### src/rtl/fetch_sequencer_pkg.sv
// Shared definitions for the SPU fetch sequencer: FSM states, geometry and
// the filler encodings used for NOP-filled dual-issue slots.
package spu_fetch_pkg;

    localparam int PC_W       = 8;
    localparam int LINE_WORDS = 16;
    localparam int CNT_W      = 16;

    typedef enum logic [1:0] {
        S_IDLE = 2'd0,
        S_FILL = 2'd1,
        S_RUN  = 2'd2
    } fetch_state_t;

    // Even-pipe and odd-pipe no-op encodings placed in invalid slots.
    localparam logic [31:0] NOP  = 32'h4020_0000;
    localparam logic [31:0] LNOP = 32'h0020_0000;

endpackage

### src/rtl/fetch_sequencer_if.sv
// Decode / line-buffer / local-store fill signals around the fetch sequencer.
interface fetch_sequencer_if
    import spu_fetch_pkg::*;
#(
    parameter int PC_W  = spu_fetch_pkg::PC_W,
    parameter int CNT_W = spu_fetch_pkg::CNT_W
);
    logic              stall;
    logic              branch_taken;
    logic [PC_W-1:0]   branch_target;
    logic              fill_ack;
    logic [PC_W-1:0]   fetch_pc;
    logic [1:0]        slot_valid;
    logic              fill_req;
    logic [PC_W-1:0]   fill_addr;
    logic              busy;
    logic [CNT_W-1:0]  miss_count;

    modport master (
        output stall, branch_taken, branch_target, fill_ack,
        input  fetch_pc, slot_valid, fill_req, fill_addr, busy, miss_count
    );

    modport slave (
        input  stall, branch_taken, branch_target, fill_ack,
        output fetch_pc, slot_valid, fill_req, fill_addr, busy, miss_count
    );
endinterface

### src/rtl/fetch_sequencer.sv
// SPU fetch sequencer: owns the fetch PC, tracks the resident 64B line and
// issues local-store refills on a miss; applies stalls and branch redirects.
module fetch_sequencer
    import spu_fetch_pkg::*;
#(
    parameter int PC_W       = spu_fetch_pkg::PC_W,
    parameter int LINE_WORDS = spu_fetch_pkg::LINE_WORDS,
    parameter int CNT_W      = spu_fetch_pkg::CNT_W
) (
    input  logic                clk,
    input  logic                reset,
    fetch_sequencer_if.slave    bus
);

    localparam logic [PC_W-1:0]  LINE_MASK = ~(PC_W'(LINE_WORDS - 1));
    localparam logic [PC_W-1:0]  EVEN_MASK = {{(PC_W-1){1'b1}}, 1'b0};
    localparam logic [PC_W-1:0]  PC_STEP   = {{(PC_W-2){1'b0}}, 2'b10};
    localparam logic [CNT_W-1:0] CNT_ONE   = {{(CNT_W-1){1'b0}}, 1'b1};

    fetch_state_t      state_q, state_d;
    logic [PC_W-1:0]   pc_q, pc_d;
    logic              kill0_q, kill0_d;
    logic [PC_W-1:0]   tag_q, tag_d;
    logic              tag_valid_q, tag_valid_d;
    logic              fill_req_q, fill_req_d;
    logic [PC_W-1:0]   fill_addr_q, fill_addr_d;
    logic [CNT_W-1:0]  miss_count_q, miss_count_d;

    logic              hit_s;
    logic              steer_en_s;
    logic [CNT_W-1:0]  miss_inc_s;

    assign hit_s      = tag_valid_q && ((pc_q & LINE_MASK) == tag_q);
    assign steer_en_s = (state_q == S_RUN) || (state_q == S_FILL);
    assign miss_inc_s = (&miss_count_q) ? miss_count_q : (miss_count_q + CNT_ONE);

    // PC steering: branch beats stall beats advance; advance only on a hit.
    always_comb begin
        pc_d    = pc_q;
        kill0_d = kill0_q;
        if (steer_en_s) begin
            if (bus.branch_taken) begin
                pc_d    = bus.branch_target & EVEN_MASK;
                kill0_d = bus.branch_target[0];
            end else if (bus.stall) begin
                pc_d    = pc_q;
                kill0_d = kill0_q;
            end else if ((state_q == S_RUN) && hit_s) begin
                pc_d    = pc_q + PC_STEP;
                kill0_d = 1'b0;
            end else begin
                pc_d    = pc_q;
                kill0_d = kill0_q;
            end
        end else begin
            pc_d    = pc_q;
            kill0_d = kill0_q;
        end
    end

    // Line-buffer FSM; a fill targets the line of the PC being installed this edge.
    always_comb begin
        state_d      = state_q;
        tag_d        = tag_q;
        tag_valid_d  = tag_valid_q;
        fill_req_d   = fill_req_q;
        fill_addr_d  = fill_addr_q;
        miss_count_d = miss_count_q;
        case (state_q)
            S_IDLE: begin
                state_d      = S_FILL;
                fill_req_d   = 1'b1;
                fill_addr_d  = pc_d & LINE_MASK;
                miss_count_d = miss_inc_s;
            end
            S_FILL: begin
                if (bus.fill_ack) begin
                    tag_d       = fill_addr_q;
                    tag_valid_d = 1'b1;
                    fill_req_d  = 1'b0;
                    state_d     = S_RUN;
                end else begin
                    state_d     = S_FILL;
                end
            end
            S_RUN: begin
                if (!hit_s) begin
                    state_d      = S_FILL;
                    fill_req_d   = 1'b1;
                    fill_addr_d  = pc_d & LINE_MASK;
                    miss_count_d = miss_inc_s;
                end else begin
                    state_d      = S_RUN;
                end
            end
            default: begin
                state_d    = S_IDLE;
                fill_req_d = 1'b0;
            end
        endcase
    end

    // State registers with synchronous active-low reset.
    always_ff @(posedge clk) begin
        if (!reset) begin
            state_q      <= S_IDLE;
            pc_q         <= '0;
            kill0_q      <= 1'b0;
            tag_q        <= '0;
            tag_valid_q  <= 1'b0;
            fill_req_q   <= 1'b0;
            fill_addr_q  <= '0;
            miss_count_q <= '0;
        end else begin
            state_q      <= state_d;
            pc_q         <= pc_d;
            kill0_q      <= kill0_d;
            tag_q        <= tag_d;
            tag_valid_q  <= tag_valid_d;
            fill_req_q   <= fill_req_d;
            fill_addr_q  <= fill_addr_d;
            miss_count_q <= miss_count_d;
        end
    end

    assign bus.fetch_pc   = pc_q;
    assign bus.slot_valid = ((state_q == S_RUN) && hit_s) ? {1'b1, ~kill0_q} : 2'b00;
    assign bus.fill_req   = fill_req_q;
    assign bus.fill_addr  = fill_addr_q;
    assign bus.busy       = (state_q == S_IDLE) || (state_q == S_FILL);
    assign bus.miss_count = miss_count_q;

endmodule

### src/flat_wrapper.sv
// flat-port wrapper written by rule: the top's interface ports become plain ports
module fetch_sequencer_flat import spu_fetch_pkg::*;
#(
    parameter int PC_W       = spu_fetch_pkg::PC_W,
    parameter int LINE_WORDS = spu_fetch_pkg::LINE_WORDS,
    parameter int CNT_W      = spu_fetch_pkg::CNT_W
)
  (clk, reset, bus_stall, bus_branch_taken, bus_branch_target, bus_fill_ack, bus_fetch_pc, bus_slot_valid, bus_fill_req, bus_fill_addr, bus_busy, bus_miss_count);
  fetch_sequencer_if #(.PC_W(PC_W), .CNT_W(CNT_W)) bus_i ();
  input  logic clk;
  input  logic reset;
  input wire logic [$bits(bus_i.stall)-1:0] bus_stall;
  input wire logic [$bits(bus_i.branch_taken)-1:0] bus_branch_taken;
  input wire logic [$bits(bus_i.branch_target)-1:0] bus_branch_target;
  input wire logic [$bits(bus_i.fill_ack)-1:0] bus_fill_ack;
  output wire logic [$bits(bus_i.fetch_pc)-1:0] bus_fetch_pc;
  output wire logic [$bits(bus_i.slot_valid)-1:0] bus_slot_valid;
  output wire logic [$bits(bus_i.fill_req)-1:0] bus_fill_req;
  output wire logic [$bits(bus_i.fill_addr)-1:0] bus_fill_addr;
  output wire logic [$bits(bus_i.busy)-1:0] bus_busy;
  output wire logic [$bits(bus_i.miss_count)-1:0] bus_miss_count;
  assign bus_i.stall = bus_stall;
  assign bus_i.branch_taken = bus_branch_taken;
  assign bus_i.branch_target = bus_branch_target;
  assign bus_i.fill_ack = bus_fill_ack;
  assign bus_fetch_pc = bus_i.fetch_pc;
  assign bus_slot_valid = bus_i.slot_valid;
  assign bus_fill_req = bus_i.fill_req;
  assign bus_fill_addr = bus_i.fill_addr;
  assign bus_busy = bus_i.busy;
  assign bus_miss_count = bus_i.miss_count;
  fetch_sequencer #(.PC_W(PC_W), .LINE_WORDS(LINE_WORDS), .CNT_W(CNT_W)) u_core (.clk(clk), .reset(reset), .bus(bus_i));
endmodule
### config.mk
export PLATFORM = sky130hd
export DESIGN_NAME = fetch_sequencer_flat
export DESIGN_NICKNAME = d
export VERILOG_FILES = /design/src/rtl/fetch_sequencer_pkg.sv /design/src/rtl/fetch_sequencer_if.sv /design/src/rtl/fetch_sequencer.sv /design/src/flat_wrapper.sv
export SDC_FILE = /design/constraint.sdc
export NUM_CORES = 1
export LEC_CHECK = 0
export ABC_CLOCK_PERIOD_IN_PS = 1800
export CELL_PAD_IN_SITES_DETAIL_PLACEMENT = 1
export CELL_PAD_IN_SITES_GLOBAL_PLACEMENT = 1
export CORE_ASPECT_RATIO = 1.2
export CORE_MARGIN = 2
export CORE_UTILIZATION = 34
export CTS_BUF_LIST = sky130_fd_sc_hd__clkbuf_4
export CTS_CLUSTER_DIAMETER = 200
export CTS_CLUSTER_SIZE = 20
export DETAILED_ROUTE_END_ITERATION = 7
export PLACE_DENSITY_LB_ADDON = 0.1
export SYNTH_ARGS = -nofsm -noshare
export SYNTH_HDL_FRONTEND = slang
export SYNTH_SLANG_ARGS = --single-unit
### constraint.sdc
create_clock -name clk -period 1.8 [get_ports clk]
set_input_delay 0.45 -clock clk [delete_from_list [all_inputs] [get_ports clk]]
set_output_delay 0.45 -clock clk [all_outputs]
set_load 0.02 [all_outputs]
==> results.json, run 1 <==
{
  "outcome": "finished, violations left",
  "violations": "setup timing",
  "final_common_cell": "buf_4",
  "nets": 356,
  "start_util_pct": 35.2,
  "layout_min_cycle_time_ns": 1.98,
  "synth_top_flop_cell": "dfxtp_1",
  "wirelength_um": 7210,
  "cp_slowest_stage_delay_ns": 0.36,
  "powerDensity_mw_per_mm2": 678,
  "p_int_mw": 1.53,
  "cts_buffers": 5,
  "finalSetupTns_ns": -0.618,
  "post-route-util_pct": 58.1,
  "placementRows": 30,
  "drv_cap": 0,
  "finalClockSkew_ns": 0.0152,
  "crit_type": "reg -> out",
  "detailed_place_hpwl_um": 4560,
  "cellLeakagePower_nw": 1.34,
  "htreeDepth": 2,
  "max_freq_mhz": 505,
  "fillers": 663,
  "grt_overflow_total": 0,
  "pwr-share-clk_pct": 27.2,
  "ctsRootBufferMaster": "clkbuf_4",
  "dpl.cell_count": 398,
  "finalCritPeriodShare_pct": 110,
  "irDropWorstVdd_mv": 0.284,
  "end_kind": "output port",
  "clock_sinks": 37,
  "drive_above_1_share_pct": 35.8,
  "final_cell_mix": "buf_4, dlygate4sd2_1, dfxtp_1",
  "synth_top_area_share_pct": 37.1,
  "die-area_sq_mm": 0.00650,
  "synth_area_leaders": "dfxtp_1, nand2_1, a21oi_1, ha_1, o21ai_0",
  "gp_congestion": 0.830,
  "drt-pass1-iter-count": 4,
  "hp-class": "reg -> reg",
  "num_vias": 2212,
  "cts_tree": "done",
  "ioPinCount": 49,
  "drc": 0,
  "synth_cells": 240,
  "synth_area_sq_mm": 0.00200,
  "slowest_stage": "dfxtp_2",
  "cts.clk_slew.worst_paths_ns": 0.11,
  "grt_pass1_wl_um": 10500,
  "ys_seq_area_share_pct": 37.1,
  "crit_family": "simple AND/OR/NAND/NOR gates",
  "syn_area_per_cell_sq_um": 8.32,
  "cp_cell_sequence": "xnor2_2 > nand3_1 > or2_4 > nor2_4 > buf_6",
  "clock_path_buffers": 2,
  "yosys.area.top_type": "dfxtp_1",
  "hold_violations": 0,
  "rsz0062_at_grt": "true",
  "wire_per_inst_um": 17.2,
  "p_comb_share_pct": 32.2,
  "cp.buffers_inverters": 1,
  "avgViaCountPerCell": 5.29,
  "drv_slew": 0,
  "diodes": 0,
  "initialDrtViolationCount": 38,
  "portBuffers": 44,
  "ant_nets": 0,
  "worstPathMaxFanout": 3,
  "grt_pass1_vias": 2181,
  "async_reset_ff_share_pct": 0,
  "die_w_um": 73.9,
  "worstSkewPairLatency_ns": 0.36,
  "yosysUniqueCellTypes": 50,
  "worst_slack_ns": -0.179,
  "swShare_pct": 31.5,
  "grt_max_degree": 22,
  "finalSetupViolCount": 8,
  "holdWs_ns": 0.488,
  "power_frac_seq_pct": 40.5,
  "grt_usage_pct": 21.3,
  "antenna_found_initial": 0,
  "instances_no_fill": 418,
  "synth-seq-cells": 37,
  "crit_arrival_ns": 1.53,
  "area_growth_syn_to_layout_pct": 65.0,
  "synth-edff-count": 0,
  "yosys_warnings": 0,
  "core_area_sq_mm": 0.00567,
  "die_h_um": 87.9,
  "required_ns": 1.35,
  "power_switching_mw": 0.704,
  "dpl_worst_slack_ns": -0.305,
  "cp-start-kind": "register"
}
==> worst register-to-register path: stages (launching register included) <==
cell and delay (ns):
dfxtp_2 0.36, xnor2_2 0.18, nand3_1 0.14, or2_4 0.30
buf_4 0.17, or4b_4 0.49, a311oi_2 0.21
==> area by class of cell <==
cell class              count  area, sq um  share of cell area [%]
clock inverters             2         33.8                    1.03
inverters                   6         22.5                   0.684
flip-flops and latches     37          756                    22.9
clock buffers               6         45.0                    1.37
repair buffers            103          946                    28.7
multi-input cells         184         1390                    42.2
well taps                  80          100                    3.04
==> per-layer routing <==
layer  up-vias  wire [um]  share of wire, %  global-route usage (%)
li1       1062          -                 -                       -
met1      1083       2880                40                    23.4
met2        50       3900                54                    39.7
met3        17        222               3.1                    4.26
met4         0        207               2.9                    7.60
met5         -          0                 0                       0
==> worst paths after layout <==
check	startpoint	to	slack [ns]	cells past startpoint
setup / recovery	u_core.bus.fetch_pc[4]	bus_slot_valid[0]	-0.18	5
hold / removal	u_core.tag_q[7]	u_core.tag_q[7]	0.49	2
setup reg to reg	u_core.bus.fetch_pc[4]	u_core.bus.fetch_pc[2]	-0.12	6
hold reg to reg	u_core.tag_q[7]	u_core.tag_q[7]	0.49	2
==> what timing repair did <==
action | CTS | global route
endpoints found under the setup margin | 37 | 27
hold buffers | 0 | 0
pin swaps | 9 | 15
gates resized for setup | 66 | 37
setup buffers | 2 | 8
gates cloned | 2 | 0
==> sequential cells by signal (all words and copies together), names as in the netlist <==
signal	cells
u_core.bus.fetch_pc	8
u_core.bus.fill_addr	4
u_core.bus.fill_req	1
u_core.bus.miss_count	16
u_core.kill0_q	1
u_core.state_q	2
u_core.tag_q	4
u_core.tag_valid_q	1
==> kinds of logic (layout without fill, tap and decap cells) <==
| family | count (synthesis) | in the layout | share of synthesized area, % |
|---|---|---|---|
| AOI/OAI and AO/OA | 57 | 57 | 18.6 |
| xor gates and xnor gates | 4 | 4 | 2.13 |
| adders and majority gates | 6 | 6 | 3.76 |
| buffers and inverters | 22 | 117 | 5.83 |
| DFF | 37 | 37 | 37.1 |
| muxes | 6 | 6 | 3.01 |
| other | 1 | 4 | 0.188 |
| and+or+nand+nor | 107 | 107 | 29.3 |
==> power by group through the flow <==
stage | clock [mW] | combinational, mW | sequential, mW
after floorplan | 0 | 0.246 | 0.966
after CTS | 0.617 | 0.663 | 0.900
after global routing | 0.656 | 0.773 | 0.911
after detailed placement | 0 | 0.583 | 0.915
after global placement | 0 | 0.575 | 0.913
final | 0.608 | 0.719 | 0.905
==> stage by stage <==
step / power, mW / cell area (sq um)
global placement: 1.49 / 2860
floorplan: 1.21 / 2030
finish: 2.23 / 3290
detailed placement: 1.50 / 2860
CTS: 2.18 / 3080
global route: 2.34 / 3290
==> synthesized netlist by cell type (all sizes together) (4+ instances only) <==
library cell,instances
or4,4
buf,8
clkbuf,8
nor2,13
nand2b,10
mux2i,6
nor4,7
inv,6
ha,6
nand4,6
or3,5
and3,6
xnor2,4
dfxtp,37
o21ai,15
nand3,14
a21oi,18
nand2,25
Power figures use the tool's default switching activity.
==> inputs of run 2 (changes only) <==
- CORE_MARGIN: 2 -> default
==> run 2 against run 1 <==
Effect of this change:
- count of clock-buffer cells in the layout unchanged
- clock power shrank 26%
- setup slack improved by 0.045 ns
- the flow still finishes with violations (setup timing)
- maximum frequency increased by 2.4%
- wire length is 6.8% lower
- design area is 2.0% lower
==> results.json, run 2 (synthesized netlist as in run 1, its figures left out) <==
{
  "outcome": "finished, violations left",
  "violations": "setup timing",
  "max_freq_mhz": 517,
  "drive_above_1_share_pct": 36.6,
  "rsz0062_at_grt": "true",
  "end_kind": "output port",
  "ant_nets": 0,
  "finalSetupViolCount": 8,
  "detailed_place_hpwl_um": 4580,
  "worst_slack_ns": -0.134,
  "cts.clk_slew.worst_paths_ns": 0.11,
  "gp_congestion": 0.834,
  "placementRows": 30,
  "grt_overflow_total": 0,
  "cp_cell_sequence": "xnor2_4 > nand3_2 > or2_4 > nor2_4 > buf_6",
  "htreeDepth": 2,
  "crit_arrival_ns": 1.48,
  "largest_reg_flops": 16,
  "drv_cap": 0,
  "initialDrtViolationCount": 38,
  "ctsRootBufferMaster": "clkbuf_4",
  "wire_per_inst_um": 16.3,
  "worstSkewPairLatency_ns": 0.35,
  "hold_violations": 0,
  "grt_usage_pct": 20.6,
  "irDropWorstVdd_mv": 0.294,
  "final_common_cell": "buf_4",
  "drv_slew": 0,
  "nets": 352,
  "finalClockSkew_ns": 0.0129,
  "die_w_um": 71.9,
  "total_power_mw": 2.08,
  "finalSetupTns_ns": -0.370,
  "required_ns": 1.35,
  "cellLeakagePower_nw": 1.35,
  "cts_tree": "done",
  "fillers": 662,
  "ioPinCount": 49,
  "cp-start-kind": "register",
  "clock_sinks": 37,
  "antenna_found_initial": 0,
  "final_cell_mix": "buf_4, dfxtp_1, dlygate4sd2_1",
  "wirelength_um": 6720,
  "grt_max_degree": 30,
  "finalCritPeriodShare_pct": 107,
  "powerDensity_mw_per_mm2": 645,
  "crit_type": "reg -> out",
  "diodes": 0,
  "num_vias": 2155,
  "die_h_um": 85.9,
  "worstPathMaxFanout": 4,
  "cts_buffers": 5,
  "cp_slowest_stage_delay_ns": 0.38,
  "grt_pass1_vias": 2120,
  "area_growth_syn_to_layout_pct": 61.7,
  "layout_min_cycle_time_ns": 1.93,
  "clock_path_buffers": 2,
  "die-area_sq_mm": 0.00618,
  "slowest_stage": "dfxtp_4",
  "core_area_sq_mm": 0.00567,
  "start_util_pct": 35.2,
  "portBuffers": 44,
  "grt_pass1_wl_um": 9980,
  "avgViaCountPerCell": 5.22,
  "hp-class": "reg -> reg",
  "drc": 0,
  "drt-pass1-iter-count": 4,
  "r2r_slack_ns": -0.05
}
==> run 2: what timing repair did <==
action / CTS / global route
endpoints found under the setup margin: 34 / 25
hold buffers: 0 / 0
pin swaps: 6 / 12
setup buffers: 2 / 6
gates resized for setup: 58 / 45
cloned: 0 / 3
==> run 2: cell type report <==
class,count,area [sq um],area share [%]
clock buffer,6,45.0,1.40
clock inverter,1,5.00,0.155
inverter,6,22.5,0.698
multi-input combinational,184,1380,42.8
sequential,37,761,23.6
tap,80,100,3.10
timing repair buffer,99,913,28.3
==> run 2: final timing paths <==
check                       start                endpoint  cells after the start
setup / recovery  u_core.tag_q[5]       bus_slot_valid[0]                      5
hold / removal    u_core.tag_q[6]         u_core.tag_q[6]                      2
setup reg to reg  u_core.tag_q[5]  u_core.bus.fetch_pc[2]                      6
hold reg to reg   u_core.tag_q[6]         u_core.tag_q[6]                      2
==> run 2: through the flow <==
step	cell area (sq um)	utilization (%)	setup slack, ns	hold WS [ns]	std cells
CTS	2940	51.8	-0.152	0.488	406
global route	3230	56.9	-0.208	0.494	413
finish	3230	56.9	-0.134	0.474	413
global placement	2840	50.2	-0.308	0.461	397
detailed placement	2840	50.2	-0.319	0.470	397
floorplan	2030	-	0.00256	0.449	243
==> run 2: where the power goes <==
group,leakage [nW],switching [mW],internal (mW)
registers,0.306,0.0373,0.866
logic,1.02,0.361,0.368
clock network,0.0315,0.291,0.159
total,1.35,0.689,1.39
==> run 2: worst max-delay path, delay by kind of cell (launching register included) <==
kind / cells / cell delay, ns
buf+inv: 1 / 0.12
flops: 1 / 0.38
simple gates: 3 / 0.47
xor+xnor: 1 / 0.18
==> run 2: layer usage <==
metal / track usage, % / wire length, um / vias to the layer above
li1: - / - / 1055
met4: 8.20 / 176 / 0
met3: 3.64 / 171 / 12
met1: 23.5 / 2720 / 1039
met2: 37.6 / 3650 / 49
met5: 0 / 0 / -
